$ cat src/rtl/write_back_stage_pkg.sv
// Shared processor definitions used by the write-back stage: FSM state
// encoding, the reserved PC register index and the retire counter width.
package write_back_stage_pkg;

  typedef enum logic [1:0] {
    ST_IDLE     = 2'b00,
    ST_WAIT_MEM = 2'b01,
    ST_HALT     = 2'b10
  } wb_state_e;

  // Integer register index that aliases the program counter; never written.
  localparam logic [3:0] PC_REG_IDX = 4'hF;

  localparam int RETIRED_BITS = 16;

  // Width of a counter able to hold values 0..max_val.
  function automatic int cnt_width(input int max_val);
    if (max_val < 2) begin
      return 1;
    end else begin
      return $clog2(max_val + 1);
    end
  endfunction

endpackage

$ cat src/rtl/write_back_stage_if.sv
// Bundle of the MEM-stage result, load-return and register-file write
// signals around the write-back stage. master = upstream/driver side,
// slave = the write-back stage itself.
interface write_back_stage_if #(
  parameter int REGI_BITS = 4,
  parameter int VECT_BITS = 2,
  parameter int REGI_SIZE = 16,
  parameter int VECT_SIZE = 8,
  parameter int ELEM_SIZE = 8
);
  localparam int VW = ELEM_SIZE * VECT_SIZE;

  logic                 valid_i;
  logic                 int_we_req_i;
  logic                 vec_we_req_i;
  logic [REGI_BITS-1:0] int_dest_i;
  logic [VECT_BITS-1:0] vec_dest_i;
  logic [REGI_SIZE-1:0] int_result_i;
  logic [VW-1:0]        vec_result_i;
  logic                 mem_read_i;
  logic                 mem_rvalid_i;
  logic [VW-1:0]        mem_rdata_i;
  logic                 end_i;

  logic                 int_we_o;
  logic                 vec_we_o;
  logic [REGI_BITS-1:0] int_dest_o;
  logic [VECT_BITS-1:0] vec_dest_o;
  logic [REGI_SIZE-1:0] int_wd_o;
  logic [VW-1:0]        vec_wd_o;
  logic                 stall_o;
  logic                 halted_o;
  logic                 err_o;
  logic [15:0]          retired_o;

  modport master (
    output valid_i, int_we_req_i, vec_we_req_i, int_dest_i, vec_dest_i,
           int_result_i, vec_result_i, mem_read_i, mem_rvalid_i,
           mem_rdata_i, end_i,
    input  int_we_o, vec_we_o, int_dest_o, vec_dest_o, int_wd_o, vec_wd_o,
           stall_o, halted_o, err_o, retired_o
  );

  modport slave (
    input  valid_i, int_we_req_i, vec_we_req_i, int_dest_i, vec_dest_i,
           int_result_i, vec_result_i, mem_read_i, mem_rvalid_i,
           mem_rdata_i, end_i,
    output int_we_o, vec_we_o, int_dest_o, vec_dest_o, int_wd_o, vec_wd_o,
           stall_o, halted_o, err_o, retired_o
  );

endinterface

$ cat src/rtl/write_back_stage.sv
// Write-back stage: registers ALU results into the integer/vector register
// files one cycle after they arrive, waits (with a timeout) for load data,
// halts on the end-of-program marker and counts retired writes.
module write_back_stage
  import write_back_stage_pkg::*;
#(
  parameter int REGI_BITS   = 4,
  parameter int VECT_BITS   = 2,
  parameter int REGI_SIZE   = 16,
  parameter int VECT_SIZE   = 8,
  parameter int ELEM_SIZE   = 8,
  parameter int MEM_TIMEOUT = 15
) (
  input logic               clk,
  input logic               rst,
  write_back_stage_if.slave wb
);

  localparam int VW    = ELEM_SIZE * VECT_SIZE;
  localparam int CNT_W = cnt_width(MEM_TIMEOUT);
  localparam logic [REGI_BITS-1:0] PC_DEST     = REGI_BITS'(PC_REG_IDX);
  localparam logic [CNT_W-1:0]     TIMEOUT_VAL = CNT_W'(MEM_TIMEOUT);

  wb_state_e state_q, state_d;

  // Wait counter and fields latched when a load is accepted.
  logic [CNT_W-1:0]     wait_cnt_q, wait_cnt_d;
  logic [CNT_W-1:0]     wait_cnt_inc_s;
  logic                 lat_int_req_q, lat_int_req_d;
  logic                 lat_vec_req_q, lat_vec_req_d;
  logic [REGI_BITS-1:0] lat_int_dest_q, lat_int_dest_d;
  logic [VECT_BITS-1:0] lat_vec_dest_q, lat_vec_dest_d;

  // Output registers.
  logic                 int_we_q, int_we_d;
  logic                 vec_we_q, vec_we_d;
  logic [REGI_BITS-1:0] int_dest_q, int_dest_d;
  logic [VECT_BITS-1:0] vec_dest_q, vec_dest_d;
  logic [REGI_SIZE-1:0] int_wd_q, int_wd_d;
  logic [VW-1:0]        vec_wd_q, vec_wd_d;
  logic                 stall_q, stall_d;
  logic                 halted_q, halted_d;
  logic                 err_q, err_d;
  logic [RETIRED_BITS-1:0] retired_q, retired_d;

  // Address/data selected for a write in the current cycle.
  logic [REGI_BITS-1:0] cand_int_dest_s;
  logic [VECT_BITS-1:0] cand_vec_dest_s;
  logic [REGI_SIZE-1:0] cand_int_wd_s;
  logic [VW-1:0]        cand_vec_wd_s;

  assign wait_cnt_inc_s = wait_cnt_q + CNT_W'(1);

  // Next-state, write selection and wait-counter logic.
  always_comb begin
    state_d         = state_q;
    wait_cnt_d      = wait_cnt_q;
    lat_int_req_d   = lat_int_req_q;
    lat_vec_req_d   = lat_vec_req_q;
    lat_int_dest_d  = lat_int_dest_q;
    lat_vec_dest_d  = lat_vec_dest_q;
    int_we_d        = 1'b0;
    vec_we_d        = 1'b0;
    err_d           = err_q;
    cand_int_dest_s = wb.int_dest_i;
    cand_vec_dest_s = wb.vec_dest_i;
    cand_int_wd_s   = wb.int_result_i;
    cand_vec_wd_s   = wb.vec_result_i;

    case (state_q)
      ST_IDLE: begin
        if (wb.valid_i) begin
          if (wb.end_i) begin
            // End marker wins over a load: only a plain result is written.
            int_we_d = wb.int_we_req_i && !wb.mem_read_i && (wb.int_dest_i != PC_DEST);
            vec_we_d = wb.vec_we_req_i && !wb.mem_read_i;
            state_d  = ST_HALT;
          end else if (wb.mem_read_i) begin
            lat_int_req_d  = wb.int_we_req_i;
            lat_vec_req_d  = wb.vec_we_req_i;
            lat_int_dest_d = wb.int_dest_i;
            lat_vec_dest_d = wb.vec_dest_i;
            wait_cnt_d     = {CNT_W{1'b0}};
            state_d        = ST_WAIT_MEM;
          end else begin
            int_we_d = wb.int_we_req_i && (wb.int_dest_i != PC_DEST);
            vec_we_d = wb.vec_we_req_i;
          end
        end else begin
          state_d = ST_IDLE;
        end
      end

      ST_WAIT_MEM: begin
        cand_int_dest_s = lat_int_dest_q;
        cand_vec_dest_s = lat_vec_dest_q;
        cand_int_wd_s   = wb.mem_rdata_i[REGI_SIZE-1:0];
        cand_vec_wd_s   = wb.mem_rdata_i;
        if (wb.mem_rvalid_i) begin
          // Load data beats a coincident timeout.
          int_we_d = lat_int_req_q && (lat_int_dest_q != PC_DEST);
          vec_we_d = lat_vec_req_q;
          state_d  = ST_IDLE;
        end else begin
          wait_cnt_d = wait_cnt_inc_s;
          if (wait_cnt_inc_s == TIMEOUT_VAL) begin
            err_d   = 1'b1;
            state_d = ST_IDLE;
          end else begin
            state_d = ST_WAIT_MEM;
          end
        end
      end

      ST_HALT: begin
        state_d = ST_HALT;
      end

      default: begin
        state_d = ST_IDLE;
      end
    endcase

    // Address/data registers only move when their file is actually written.
    if (int_we_d) begin
      int_dest_d = cand_int_dest_s;
      int_wd_d   = cand_int_wd_s;
    end else begin
      int_dest_d = int_dest_q;
      int_wd_d   = int_wd_q;
    end

    if (vec_we_d) begin
      vec_dest_d = cand_vec_dest_s;
      vec_wd_d   = cand_vec_wd_s;
    end else begin
      vec_dest_d = vec_dest_q;
      vec_wd_d   = vec_wd_q;
    end

    stall_d  = (state_d == ST_WAIT_MEM);
    halted_d = (state_d == ST_HALT);

    // A write counts as retired once its enable cycle has completed.
    if (int_we_q || vec_we_q) begin
      retired_d = retired_q + 16'd1;
    end else begin
      retired_d = retired_q;
    end
  end

  // State, latched-load fields and output registers with synchronous reset.
  always_ff @(posedge clk) begin
    if (!rst) begin
      state_q        <= ST_IDLE;
      wait_cnt_q     <= {CNT_W{1'b0}};
      lat_int_req_q  <= 1'b0;
      lat_vec_req_q  <= 1'b0;
      lat_int_dest_q <= {REGI_BITS{1'b0}};
      lat_vec_dest_q <= {VECT_BITS{1'b0}};
      int_we_q       <= 1'b0;
      vec_we_q       <= 1'b0;
      int_dest_q     <= {REGI_BITS{1'b0}};
      vec_dest_q     <= {VECT_BITS{1'b0}};
      int_wd_q       <= {REGI_SIZE{1'b0}};
      vec_wd_q       <= {VW{1'b0}};
      stall_q        <= 1'b0;
      halted_q       <= 1'b0;
      err_q          <= 1'b0;
      retired_q      <= 16'd0;
    end else begin
      state_q        <= state_d;
      wait_cnt_q     <= wait_cnt_d;
      lat_int_req_q  <= lat_int_req_d;
      lat_vec_req_q  <= lat_vec_req_d;
      lat_int_dest_q <= lat_int_dest_d;
      lat_vec_dest_q <= lat_vec_dest_d;
      int_we_q       <= int_we_d;
      vec_we_q       <= vec_we_d;
      int_dest_q     <= int_dest_d;
      vec_dest_q     <= vec_dest_d;
      int_wd_q       <= int_wd_d;
      vec_wd_q       <= vec_wd_d;
      stall_q        <= stall_d;
      halted_q       <= halted_d;
      err_q          <= err_d;
      retired_q      <= retired_d;
    end
  end

  assign wb.int_we_o   = int_we_q;
  assign wb.vec_we_o   = vec_we_q;
  assign wb.int_dest_o = int_dest_q;
  assign wb.vec_dest_o = vec_dest_q;
  assign wb.int_wd_o   = int_wd_q;
  assign wb.vec_wd_o   = vec_wd_q;
  assign wb.stall_o    = stall_q;
  assign wb.halted_o   = halted_q;
  assign wb.err_o      = err_q;
  assign wb.retired_o  = retired_q;

endmodule

$ cat src/flat_wrapper.sv
// flat-port wrapper written by rule: the top's interface ports become plain ports
module write_back_stage_flat import write_back_stage_pkg::*;
#(
  parameter int REGI_BITS   = 4,
  parameter int VECT_BITS   = 2,
  parameter int REGI_SIZE   = 16,
  parameter int VECT_SIZE   = 8,
  parameter int ELEM_SIZE   = 8,
  parameter int MEM_TIMEOUT = 15
)
  (clk, rst, wb_valid_i, wb_int_we_req_i, wb_vec_we_req_i, wb_int_dest_i, wb_vec_dest_i, wb_int_result_i, wb_vec_result_i, wb_mem_read_i, wb_mem_rvalid_i, wb_mem_rdata_i, wb_end_i, wb_int_we_o, wb_vec_we_o, wb_int_dest_o, wb_vec_dest_o, wb_int_wd_o, wb_vec_wd_o, wb_stall_o, wb_halted_o, wb_err_o, wb_retired_o);
  write_back_stage_if #(.REGI_BITS(REGI_BITS), .VECT_BITS(VECT_BITS), .REGI_SIZE(REGI_SIZE), .VECT_SIZE(VECT_SIZE), .ELEM_SIZE(ELEM_SIZE)) wb_i ();
  input logic clk;
  input logic rst;
  input wire logic [$bits(wb_i.valid_i)-1:0] wb_valid_i;
  input wire logic [$bits(wb_i.int_we_req_i)-1:0] wb_int_we_req_i;
  input wire logic [$bits(wb_i.vec_we_req_i)-1:0] wb_vec_we_req_i;
  input wire logic [$bits(wb_i.int_dest_i)-1:0] wb_int_dest_i;
  input wire logic [$bits(wb_i.vec_dest_i)-1:0] wb_vec_dest_i;
  input wire logic [$bits(wb_i.int_result_i)-1:0] wb_int_result_i;
  input wire logic [$bits(wb_i.vec_result_i)-1:0] wb_vec_result_i;
  input wire logic [$bits(wb_i.mem_read_i)-1:0] wb_mem_read_i;
  input wire logic [$bits(wb_i.mem_rvalid_i)-1:0] wb_mem_rvalid_i;
  input wire logic [$bits(wb_i.mem_rdata_i)-1:0] wb_mem_rdata_i;
  input wire logic [$bits(wb_i.end_i)-1:0] wb_end_i;
  output wire logic [$bits(wb_i.int_we_o)-1:0] wb_int_we_o;
  output wire logic [$bits(wb_i.vec_we_o)-1:0] wb_vec_we_o;
  output wire logic [$bits(wb_i.int_dest_o)-1:0] wb_int_dest_o;
  output wire logic [$bits(wb_i.vec_dest_o)-1:0] wb_vec_dest_o;
  output wire logic [$bits(wb_i.int_wd_o)-1:0] wb_int_wd_o;
  output wire logic [$bits(wb_i.vec_wd_o)-1:0] wb_vec_wd_o;
  output wire logic [$bits(wb_i.stall_o)-1:0] wb_stall_o;
  output wire logic [$bits(wb_i.halted_o)-1:0] wb_halted_o;
  output wire logic [$bits(wb_i.err_o)-1:0] wb_err_o;
  output wire logic [$bits(wb_i.retired_o)-1:0] wb_retired_o;
  assign wb_i.valid_i = wb_valid_i;
  assign wb_i.int_we_req_i = wb_int_we_req_i;
  assign wb_i.vec_we_req_i = wb_vec_we_req_i;
  assign wb_i.int_dest_i = wb_int_dest_i;
  assign wb_i.vec_dest_i = wb_vec_dest_i;
  assign wb_i.int_result_i = wb_int_result_i;
  assign wb_i.vec_result_i = wb_vec_result_i;
  assign wb_i.mem_read_i = wb_mem_read_i;
  assign wb_i.mem_rvalid_i = wb_mem_rvalid_i;
  assign wb_i.mem_rdata_i = wb_mem_rdata_i;
  assign wb_i.end_i = wb_end_i;
  assign wb_int_we_o = wb_i.int_we_o;
  assign wb_vec_we_o = wb_i.vec_we_o;
  assign wb_int_dest_o = wb_i.int_dest_o;
  assign wb_vec_dest_o = wb_i.vec_dest_o;
  assign wb_int_wd_o = wb_i.int_wd_o;
  assign wb_vec_wd_o = wb_i.vec_wd_o;
  assign wb_stall_o = wb_i.stall_o;
  assign wb_halted_o = wb_i.halted_o;
  assign wb_err_o = wb_i.err_o;
  assign wb_retired_o = wb_i.retired_o;
  write_back_stage #(.REGI_BITS(REGI_BITS), .VECT_BITS(VECT_BITS), .REGI_SIZE(REGI_SIZE), .VECT_SIZE(VECT_SIZE), .ELEM_SIZE(ELEM_SIZE), .MEM_TIMEOUT(MEM_TIMEOUT)) u_core (.clk(clk), .rst(rst), .wb(wb_i));
endmodule
$ cat config.mk
export PLATFORM = sky130hd
export DESIGN_NAME = write_back_stage_flat
export DESIGN_NICKNAME = d
export VERILOG_FILES = /design/src/rtl/write_back_stage_pkg.sv /design/src/rtl/write_back_stage_if.sv /design/src/rtl/write_back_stage.sv /design/src/flat_wrapper.sv
export SDC_FILE = /design/constraint.sdc
export NUM_CORES = 1
export LEC_CHECK = 0
export CORE_MARGIN = 2
export CORE_UTILIZATION = 36
export DETAILED_ROUTE_END_ITERATION = 7
export GPL_ROUTABILITY_DRIVEN = 0
export GPL_TIMING_DRIVEN = 0
export HOLD_SLACK_MARGIN = 0.1
export PLACE_DENSITY = 0.77
export SYNTH_ARGS = -nofsm -noshare
export SYNTH_HDL_FRONTEND = slang
export SYNTH_SLANG_ARGS = --single-unit
export TNS_END_PERCENT = 100
$ cat constraint.sdc
create_clock -name clk -period 1.6 [get_ports clk]
set_input_delay 0.24 -clock clk [delete_from_list [all_inputs] [get_ports clk]]
set_output_delay 0.24 -clock clk [all_outputs]
set_load 0.05 [all_outputs]
==> results.md <==
- The run finished, with violations left.
- The checks that failed: negative setup slack.
- The global-route congestion overflow total is 0.
- The slack of the worst reg-to-reg path is -0.16 ns.
- The cell leakage power is 4.097 nW.
- The most common cell in the synthesized netlist is nand2_1.
- The core footprint is 0.01393 sq mm.
- Walking the worst path, the cells encountered are nor4b_4 > a32o_2 > buf_8 > buf_12 > buf_16 > nor2_2 > a311oi_2.
- For this run, the post-layout net count is 1,110.
- The total wirelength of the detailed-routed design is 22,200 um.
- The number of I/O port buffers is 263.
- The routed layout has between 6,000 and 7,000 vias.
- VDD sags by at most 0.6825 mV.
- The clock-pin slew of the registers on the worst-case setup and hold paths is 0.06 ns.
- The start-to-end type of the worst setup path is register to register.
- The proportion of power drawn by the clock network is 41.0%.
- The length in cells of the worst reg-to-reg path is 7.
- The actual slew at the worst max-slew pin is 0.7283 ns.
- The minimum setup slack in the final design is -0.1588 ns.
- The number of H-tree levels is 4.
- The initial antenna violation count is 0.
- The cell family contributing the most delay on the critical path is compound AO/OA/AOI/OAI gates.
- The number of nets with antenna violations after detailed routing is 0.
- The cell with the largest stage delay on the worst path is dfxtp_4.
- The count of final max-slew check failures was 0.
- The antenna cell count is 0.
- In this design, the stage delay of the slowest critical-path cell is 0.36 ns.
- The sequential element share of the synthesized area is 46.97%.
- The area share of the largest cell type after synthesis is 46.97%.
- The power dissipated by switching net loads is roughly 0.0026 W.
- The share of the cycle needed by the critical path after routing is 109.9%.
- The synthesis-to-finish area growth is 93.57%.
- Summed over all instances, the cell type with the most area after synthesis is dfxtp_1.
- The critical path launch point type is a register.
- The synthesized netlist contains 40 unique library cells.
- Global routing used 28.02% of the available tracks.
- Counting instances, the worst hold path has a depth of 2.
- The cell area after synthesis is roughly 0.0052 sq mm.
- The total power of the final layout is ~0.0086 W.
- The initial standard-cell utilization of the core is 37.01%.
- The total CTS buffers is 17.
- OpenSTA, run right after detailed placement, puts the worst setup slack at -0.7168 ns.
- The cell internal power dissipation is 0.005990 W.
- The setup total negative slack is -2.516 ns.
- The via count of the first global-routing pass came to ~6,000.
- After filler insertion, the fill cell instance count of the layout stands at 1,060.
- Clock latency on the worst-skew pair, taken at its later pin, is 0.42 ns.
- The average wire per standard cell is just under 20 um.
- Combinational logic is responsible for around 22% of the overall power.
- The count of flip-flops with a built-in enable after synthesis is 0.
- The number of top-level pins is 265.
- Setup repair after global routing could not meet its margin everywhere.
- The switching power share of the total is 30.52%.
- The CTS tree is done.
- The ratio of total power to cell area is ~860 mW/mm^2.
- Setup violations remaining at the end of the flow were counted as 73.
- The wire length of the first global-routing pass is approximately 32,000 um.
- The type of the worst min-delay path is primary input to register.
- The pre-antenna-repair detailed-routing pass consisted of 4 iterations.
- Entering global routing, the biggest net connects 17 pins.
- Data on the critical path is required at its endpoint by 1.92 ns.
- Together, buffers and inverters on the worst path number 3.
- The clock passes through at most 2 buffers.
- The post-synth net total is 790.
- Hold timing on the final database bottoms out at a slack of 0.2754 ns.
- The average vias per placed instance is 5.352.
- The max-cap violation count is 0.
- Summed over all nets, the half-perimeter wirelength after detailed placement is 14,390 um.
- The highest fanout seen on the critical path is 6.
- The die covers approximately 0.015 sq mm.
- The number of endpoints with negative hold slack in the final report is 0.
- The clock net sink count is 121.
- Among all flip-flop cells after synthesis, the most frequent one is dfxtp_1.
- Sequential cells burn 37.5% of the power.
- Of the cells placed in the final design, the portion with a size suffix greater than 1 is 26.40%.
- The number of DRC violations after detailed-routing iteration 0 is between 400 and 500.
- The number of buffers added to fix hold violations after cts is 0.
- The sort of element at the end of the critical path is a register.
- By area the synthesized netlist is led by dfxtp_1 (47%), a311oi_1 (15%), nand2_1 (12%).
- The initialized floorplan defines 43 standard-cell rows.
- After detailed routing, the number of remaining DRC violations is 0.
- The worst slew slack as a fraction of its limit is 51.45%.
- Counting flops with an async set or reset pin after synthesis yields a share of 0%.
- The tree is rooted in a clkbuf_16.
- Data on the critical path arrives at its endpoint at 2.07 ns.
- Each instance of the synthesized netlist takes up on average 8.199 sq um.
- The die is 123.7 um wide.
- The final setup skew is ~0.0063 ns.
- The cell count after synthesis came out at 629.
- By count the netlist is led by nand2_1 (169), dfxtp_1 (121), a311oi_1 (87), nor2_1 (87), clkbuf_1 (27).
- The count of synthesis-stage warnings from yosys is 0.
- The number of logic stages on the critical path including buffering is 7.
- From bottom edge to top edge, the die measures between 100 and 150 um.
- The post-route minimum period is ~1.8 ns.
- The flop and latch count out of synthesis is 121.
- The highest attainable clock frequency is between 0.5 and 0.6 GHz.
==> area by class of cell <==
cell class	count	area [sq um]	area share, %
Buffer	50	461.7	4.625
Clock buffer	17	425.4	4.261
Clock inverter	15	122.6	1.228
Inverter	2	7.507	0.07520
Multi-Input combinational cell	452	3073	30.78
Sequential cell	121	2450	24.54
Tap cell	180	225.2	2.256
Timing Repair Buffer	305	3218	32.23
==> path summary, 6_finish.rpt <==
| check | start | to |
|---|---|---|
| worst min register to register | u_core.lat_vec_dest_q[0]$_SDFFE_PN0P_ | u_core.wb.vec_dest_o[0]$_SDFFE_PN0P_ |
| worst min-delay path | rst | u_core.wb.retired_o[15]$_SDFFE_PN0P_ |
| worst max-delay path | u_core.state_q[0]$_SDFF_PN0_ | u_core.wb.vec_wd_o[14]$_SDFFE_PN0P_ |
| worst max register to register | u_core.state_q[0]$_SDFF_PN0_ | u_core.wb.vec_wd_o[14]$_SDFFE_PN0P_ |
==> metrics by stage <==
stage / util (%) / instance area (sq um) / instances
2_1_floorplan: - / 5172 / 629
3_3_place_gp: 57.63 / 8030 / 1072
3_5_place_dp: 57.63 / 8030 / 1072
4_1_cts: 68.08 / 9487 / 1134
5_1_grt: 71.64 / 9983 / 1142
6_report: 71.64 / 9983 / 1142
==> layer usage <==
layer	track usage (%)	vias up	wire length (um)
met1	33.11	2922	8644
met5	0	-	0
li1	-	2904	-
met4	11.29	0	582
met2	47.42	245	11220
met3	8.425	41	1753
==> power by group through the flow <==
| stage | Combinational [W] | Sequential, W | Clock [W] |
|---|---|---|---|
| 6_report | 0.00186 | 0.00323 | 0.00353 |
| 5_1_grt | 0.00197 | 0.00324 | 0.00371 |
| 4_1_cts | 0.00175 | 0.00322 | 0.00357 |
| 3_5_place_dp | 0.00157 | 0.00328 | 0 |
| 3_3_place_gp | 0.00157 | 0.00328 | 0 |
| 2_1_floorplan | 0.000390 | 0.00369 | 0 |
==> kinds of logic (layout without fill, tap and decap cells) <==
logic type / count (synthesis) / count (layout) / synth area share (%)
AOI/OAI and AO/OA: 117 / 117 / 18.44
xor gates and xnor gates: 8 / 8 / 1.359
adders and majority gates: 3 / 3 / 0.7279
buffers and inverters: 56 / 389 / 5.459
DFF: 121 / 121 / 46.97
muxes: 8 / 8 / 1.553
and+or+nand+nor: 316 / 316 / 25.50
==> flip-flops by register name, summed over array words and instances, names as in the netlist <==
signal,flops
u_core.lat_vec_dest_q,2
u_core.wait_cnt_q,4
u_core.state_q,2
u_core.wb.vec_wd_o,64
u_core.wb.err_o,1
u_core.lat_int_req_q,1
u_core.wb.int_wd_o,16
u_core.wb.retired_o,16
u_core.wb.vec_we_o,1
u_core.lat_vec_req_q,1
u_core.wb.int_we_o,1
u_core.wb.stall_o,1
u_core.wb.halted_o,1
u_core.lat_int_dest_q,4
u_core.wb.vec_dest_o,2
u_core.wb.int_dest_o,4
==> cells in the final DEF (no fill, tap or decap), drive strengths merged, types with 2 or more instances in the layout <==
cell and count:
xor2 7, a31o 2, clkdlybuf4s50 156, ha 3
and2 3, and4 3, clkbuf 62, or3 5
dlygate4sd2 69, nor4b 2, clkinvlp 6, nor2 87
a31oi 3, nand3 4, a21oi 8, clkdlybuf4s15 25
buf 60, nor3 25, mux2i 8, clkinv 6
nand2 169, a311oi 87, o21ai 9, inv 5
nand4 7, nand2b 4, dfxtp 121, nor4 2
or4 2
==> timing repair <==
item	CTS	global route
buffers inserted	21	7
pin swaps	38	30
setup endpoints to repair	197	142
cloned	9	8
gates resized for setup	275	140
Note: power is estimated with default switching activity, not from simulation.
